`config.mk`:
```
export PLATFORM = sky130hd
export DESIGN_NAME = fetch_stage
export DESIGN_NICKNAME = d
export VERILOG_FILES = /design/src/rtl/fetch_stage.sv
export SDC_FILE = /design/constraint.sdc
export NUM_CORES = 1
export LEC_CHECK = 0
export ABC_AREA = 1
export BUFFER_PORTS_ARGS = -buffer_cell sky130_fd_sc_hd__buf_2
export CAP_MARGIN = 20
export CORE_AREA = 2 2 186 188
export CTS_CLUSTER_DIAMETER = 40
export DETAILED_ROUTE_END_ITERATION = 8
export DIE_AREA = 0 0 188 190
export PLACE_DENSITY = 0.49
export SYNTH_ARGS = -nofsm -noshare
export SYNTH_HDL_FRONTEND = slang
export SYNTH_SLANG_ARGS = --single-unit
```
`constraint.sdc`:
```
create_clock -name clk -period 3.5 [get_ports clk]
set_input_delay 0.175 -clock clk [delete_from_list [all_inputs] [get_ports clk]]
set_output_delay 0.175 -clock clk [all_outputs]
set_load 0.02 [all_outputs]
```
`src/rtl/fetch_stage.sv`:
```
// fetch_stage -- two-deep instruction fetch front end.
//
// Drives a PC to instruction memory, tracks the one request whose data is
// returning (f2 slot), and registers the instruction into the if_* outputs
// for decode. A skid register (hold_instr) catches the returning data on
// the first stall cycle, so nothing is lost while the PC is frozen.
//
// Ports
//   clk          : clock, all state on rising edge
//   reset        : synchronous, active-high
//   instr_addr   : fetch address (== pc, combinational)
//   instr_in     : memory read data, one cycle after its address
//   stall        : decode cannot take the current if_* output
//   redirect     : taken branch/jump, redirect_pc is the new target
//   redirect_pc  : redirect target
//   if_valid/if_pc/if_instr/if_pc_plus4 : registered instruction to decode
//   halted       : fetch stopped after reaching PC 0
//   fetch_count  : instructions accepted by decode (wraps)
module fetch_stage #(
  parameter logic [31:0] pc_init = 32'h80020000
) (
  input  logic        clk,
  input  logic        reset,
  output logic [31:0] instr_addr,
  input  logic [31:0] instr_in,
  input  logic        stall,
  input  logic        redirect,
  input  logic [31:0] redirect_pc,
  output logic        if_valid,
  output logic [31:0] if_pc,
  output logic [31:0] if_instr,
  output logic [31:0] if_pc_plus4,
  output logic        halted,
  output logic [31:0] fetch_count
);

  typedef enum logic {
    ST_RUN  = 1'b0,
    ST_HALT = 1'b1
  } state_t;

  state_t      r_state, w_state_nxt;

  logic [31:0] r_pc;
  logic        r_f2_valid;
  logic [31:0] r_f2_pc;
  logic        r_hold_valid;
  logic [31:0] r_hold_instr;
  logic        r_if_valid;
  logic [31:0] r_if_pc;
  logic [31:0] r_if_instr;
  logic [31:0] r_if_pc_plus4;
  logic [31:0] r_fetch_count;

  logic        w_redir;
  logic        w_issue;
  logic        w_halt_now;

  // Halt FSM plus the per-cycle control decode. Redirect is ignored once
  // halted; issue happens only in RUN with a non-zero PC.
  always_comb begin
    w_state_nxt = r_state;
    w_redir     = 1'b0;
    w_issue     = 1'b0;
    w_halt_now  = 1'b0;
    case (r_state)
      ST_RUN: begin
        w_redir = redirect;
        if (!redirect && !stall) begin
          if (r_pc == 32'h0) begin
            w_halt_now  = 1'b1;
            w_state_nxt = ST_HALT;
          end else begin
            w_issue = 1'b1;
          end
        end
      end
      ST_HALT: begin
        w_state_nxt = ST_HALT;
      end
      default: begin
        w_state_nxt = ST_RUN;
      end
    endcase
  end

  always_ff @(posedge clk) begin
    if (reset) begin
      r_state <= ST_RUN;
    end else begin
      r_state <= w_state_nxt;
    end
  end

  always_ff @(posedge clk) begin
    if (reset) begin
      r_pc          <= pc_init;
      r_f2_valid    <= 1'b0;
      r_f2_pc       <= 32'h0;
      r_hold_valid  <= 1'b0;
      r_hold_instr  <= 32'h0;
      r_if_valid    <= 1'b0;
      r_if_pc       <= 32'h0;
      r_if_instr    <= 32'h0;
      r_if_pc_plus4 <= 32'h0;
      r_fetch_count <= 32'h0;
    end else begin
      if (w_redir) begin
        // Flush everything younger than the delay slot; if_pc/if_instr
        // keep stale data but are qualified by if_valid.
        r_pc         <= redirect_pc;
        r_f2_valid   <= 1'b0;
        r_hold_valid <= 1'b0;
        r_if_valid   <= 1'b0;
      end else if (!stall) begin
        r_f2_valid <= w_issue;
        if (w_issue) begin
          r_f2_pc <= r_pc;
          r_pc    <= r_pc + 32'd4;
        end
        r_if_valid    <= r_f2_valid;
        r_if_pc       <= r_f2_pc;
        r_if_pc_plus4 <= r_f2_pc + 32'd4;
        // The skid copy wins: instr_in now carries data for the PC held
        // during the stall, not for f2.
        r_if_instr    <= r_hold_valid ? r_hold_instr : instr_in;
        r_hold_valid  <= 1'b0;
      end else begin
        // Only the first stall cycle sees f2's data on instr_in.
        if (r_f2_valid && !r_hold_valid) begin
          r_hold_instr <= instr_in;
          r_hold_valid <= 1'b1;
        end
      end

      if (r_if_valid && !stall) begin
        r_fetch_count <= r_fetch_count + 32'd1;
      end
    end
  end

  assign instr_addr  = r_pc;
  assign if_valid    = r_if_valid;
  assign if_pc       = r_if_pc;
  assign if_instr    = r_if_instr;
  assign if_pc_plus4 = r_if_pc_plus4;
  assign halted      = (r_state == ST_HALT);
  assign fetch_count = r_fetch_count;

  // w_halt_now is kept as a named decode term for debug visibility.
  logic w_unused;
  assign w_unused = w_halt_now;

endmodule

```
==> qor.yml <==
status:
  status: "finished clean"
sta:
  finalHoldViolCount: 0
  min_period_ps: 2100
  slew_headroom_pct: 29.2
  final_max_slew_viol_count: 0
  setup_viol: 0
  fmax_mhz: 476
  fin_crit_sh_pct: 60.0
  fin_ws_ps: 1400
  fin_skew_ps: 31.3
  finalSetupTns_ps: 0
  rsz0062_at_grt: "false"
  tightest_slew_ps: 1060
yosys:
  synth.distinct_cells: 36
  synth_compound_area_share_pct: 17.0
  synth_cells: 1708
  yosysWarnings: 0
  synth_top_family_by_area: "simple AND/OR/NAND/NOR gates"
  synth.area.mux_share_pct: 0
  syn_nets: 1780
  synth.top_cells.by_area: "dfxtp_1 (41%), nand2_1 (13%), nor2_1 (11%)"
  ys_ff_latch: 226
  synth_xor_xnor_area_share_pct: 1.03
  yosys.area_share.simple_pct: 30.5
  async_reset_ff_share_pct: 0
  synth_edf_count: 0
  netlist_top_cells_count: "nand2_1 (389), nor2_1 (314), dfxtp_1 (226)"
  syn_area_um2: 11000
  seq_area_frac_synth_pct: 41.1
  yosysTopAreaCell: "dfxtp_1"
  synth_fa_ha_area_share_pct: 0.454
  ys.flop_type: "dfxtp_1"
  syn_avg_cell_area_um2: 6.45
  yosysMostFrequentCell: "nand2_1"
  synth_top_area_share_pct: 41.1
drt:
  vias_per_cell: 4.69
  drt_pass1_iterations: 5
  vias: 11500
  finalWirelength_um: 36800
  drc: 0
  drtAntennaViolNets: 0
  drt_iter0_drc: 678
  wire_per_inst_um: 15.0
critical_path:
  path_cells: "nor2_1, nand2_1, nor2_1, nand2_1, o21ai_4, buf_4, nand2_1, nand3_1, nand3_1"
  slowest_stage: "dfxtp_1"
  cp_max_fo: 29
  worstReg2RegEnd: "instr_addr[31]"
  cp.arrival_ps: 2500
  endpoint_kind: "register"
  path_class: "reg -> reg"
  ff2ff_path_depth: 9
  max_stage_delay_ps: 370
  regToRegStartpoint: "instr_addr[19]"
  reg2reg_slack_ps: 1400
  cp.required_ps: 3900
  start_kind: "register"
  cpMostUsedCell: "nand2_1"
global_route:
  grt_usage_pct: 20.2
  gr-total-overflow: 0
  busiest_layer: "met2"
  grt_pass1_vias: 10800
  grt_pass1_wl_um: 58200
  use_met3_pct: 3.93
  grt_use_met2_pct: 32.8
  antenna_found_initial: 0
  grt_max_degree: 98
  gr-usage-met1_pct: 26.8
final_layout:
  final_cells: 2450
  drive_gt1_share_pct: 16.6
  antennaDiodeCount: 0
  fillCellCount: 3660
  final_nets: 2035
  syn_to_final_growth_pct: 31.1
die:
  start_util_pct: 32.4
  ios: 230
  die_h_um: 190
  die-area_um2: 35700
  core_um2: 33900
  rows: 68
  die_w_um: 188
pwr:
  pwr-share-seq_pct: 36.9
  pwr-share-comb_pct: 9.8
  p_int_mw: 5.63
  pwr-share-clk_pct: 53.3
  p_leak_nw: 6.31
  p_sw_mw: 2.05
  vdd_ir_drop_max_v: 0.000338
  p_sw_share_pct: 26.7
  p_per_area_nw_per_um2: 532
hold_path:
  hold_depth: 5
  hold_class: "in -> reg"
  holdCritStartpoint: "redirect_pc[22]"
  whs_endpoint: "instr_addr[22]"
clock_network:
  root_buffer: "clkbuf_16"
  cts_resized: 0
  cts-htree-levels: 2
  cts_made_buffers: 41
  cts_buffer_depth: 3
  cts_setup_buffers: 0
  cts.clk_slew.worst_paths_ps: 50
  cts.sinks: 226
  clk_latency_ps: 540
  cts_tree: "built"
job:
  cap_violations: 0
place:
  portBuffers: 229
  gp_congestion: 0.888
  dp_slack_ps: 1420
  dp_hpwl_um: 26000
  dp_cells: 2323
==> routing by layer <==
metal,wire (um),part of all wire (%),vias to the layer above
met1,17300,47,5163
met4,1010,2.7,0
li1,-,-,5984
met2,16600,45,281
met5,0,0,-
met3,1930,5.2,65
==> critical path: cells and delay by family, from the launching register on <==
family	cells	cell delay, ps
flip-flops	1	370
AND/OR/NAND/NOR	7	1080
AO/OA/AOI/OAI	1	170
buffers and inverters	1	330
==> final cells by class <==
cell class,count,area (um2),share of cell area [%]
multi-input cells,1211,5400,37.4
well taps,455,569,3.94
inverters,190,718,4.98
flip-flops and latches,226,4530,31.4
clock inverters,26,290,2.01
clock buffers,49,1150,7.96
repair buffers,293,1780,12.3
==> logic make-up after synthesis <==
| kind of cell | after synthesis |
|---|---|
| XOR/XNOR | 13 |
| AND/OR/NAND/NOR | 835 |
| AO/OA/AOI/OAI | 359 |
| buffers and inverters | 271 |
| flip-flops | 226 |
| adder cells (fa/ha/maj) | 4 |
==> state kept, by name, summed over array words and instances, names as in the netlist <==
signal / count
r_hold_valid: 1
instr_addr: 32
if_pc: 32
fetch_count: 32
if_instr: 32
if_pc_plus4: 30
r_f2_valid: 1
r_hold_instr: 32
if_valid: 1
r_f2_pc: 32
halted: 1
==> worst max path at each step <==
stage	start	to	slack, ps	cells past startpoint
final	instr_addr[19]	instr_addr[31]	1400	9
after global routing	instr_addr[2]	instr_addr[31]	1150	10
after detailed placement	instr_addr[2]	instr_addr[31]	1420	10
after global placement	instr_addr[20]	instr_addr[31]	1470	9
after floorplan	instr_addr[2]	instr_addr[2]	1730	11
after CTS	instr_addr[2]	instr_addr[31]	1410	10
==> stage by stage <==
| step | power [mW] | hold slack, ps | cell area (um2) | utilization [%] |
|---|---|---|---|---|
| 5_1_grt | 8.00 | 48.8 | 14400 | 42.5 |
| 3_3_place_gp | 3.59 | 432 | 12500 | 36.7 |
| 3_5_place_dp | 3.60 | 436 | 12500 | 36.7 |
| 6_report | 7.68 | 8.92 | 14400 | 42.5 |
| 4_1_cts | 7.79 | 0.971 | 14400 | 42.5 |
| 2_1_floorplan | 3.31 | 311 | 11000 | - |
==> layout by cell type (no fill, tap or decap), types with 2 or more instances in the layout <==
cell type,instances
buf_4,10
dlygate4sd3_1,52
or2_2,3
xor2_1,11
nand2_1,389
bufinv_16,4
clkinvlp_4,5
buf_2,229
xnor2_1,2
inv_1,186
ha_1,4
a31oi_1,3
o21ai_0,131
clkbuf_8,5
a21oi_1,175
nand3b_1,5
nand3_1,81
nor2_2,5
inv_4,2
a211oi_1,16
and3_1,2
nor3_1,16
o21bai_1,7
buf_12,2
clkinv_4,6
o21ai_1,24
nor4_1,3
clkinv_2,5
nand4_1,12
clkbuf_16,43
inv_6,5
dfxtp_1,225
nor2_1,314
==> timing repair <==
action | in CTS | in global routing
hold endpoints to repair | 54 | 0
endpoints found under the setup margin | 0 | 0
hold buffers | 52 | 0
==> power by group through the flow <==
stage	registers, mW	clock network (mW)	logic (mW)
4_1_cts	2.83	4.19	0.764
2_1_floorplan	2.94	0	0.366
6_report	2.83	4.10	0.753
3_5_place_dp	2.88	0	0.715
3_3_place_gp	2.88	0	0.715
5_1_grt	2.85	4.31	0.846
No activity file was read; power rests on OpenSTA's default activity.
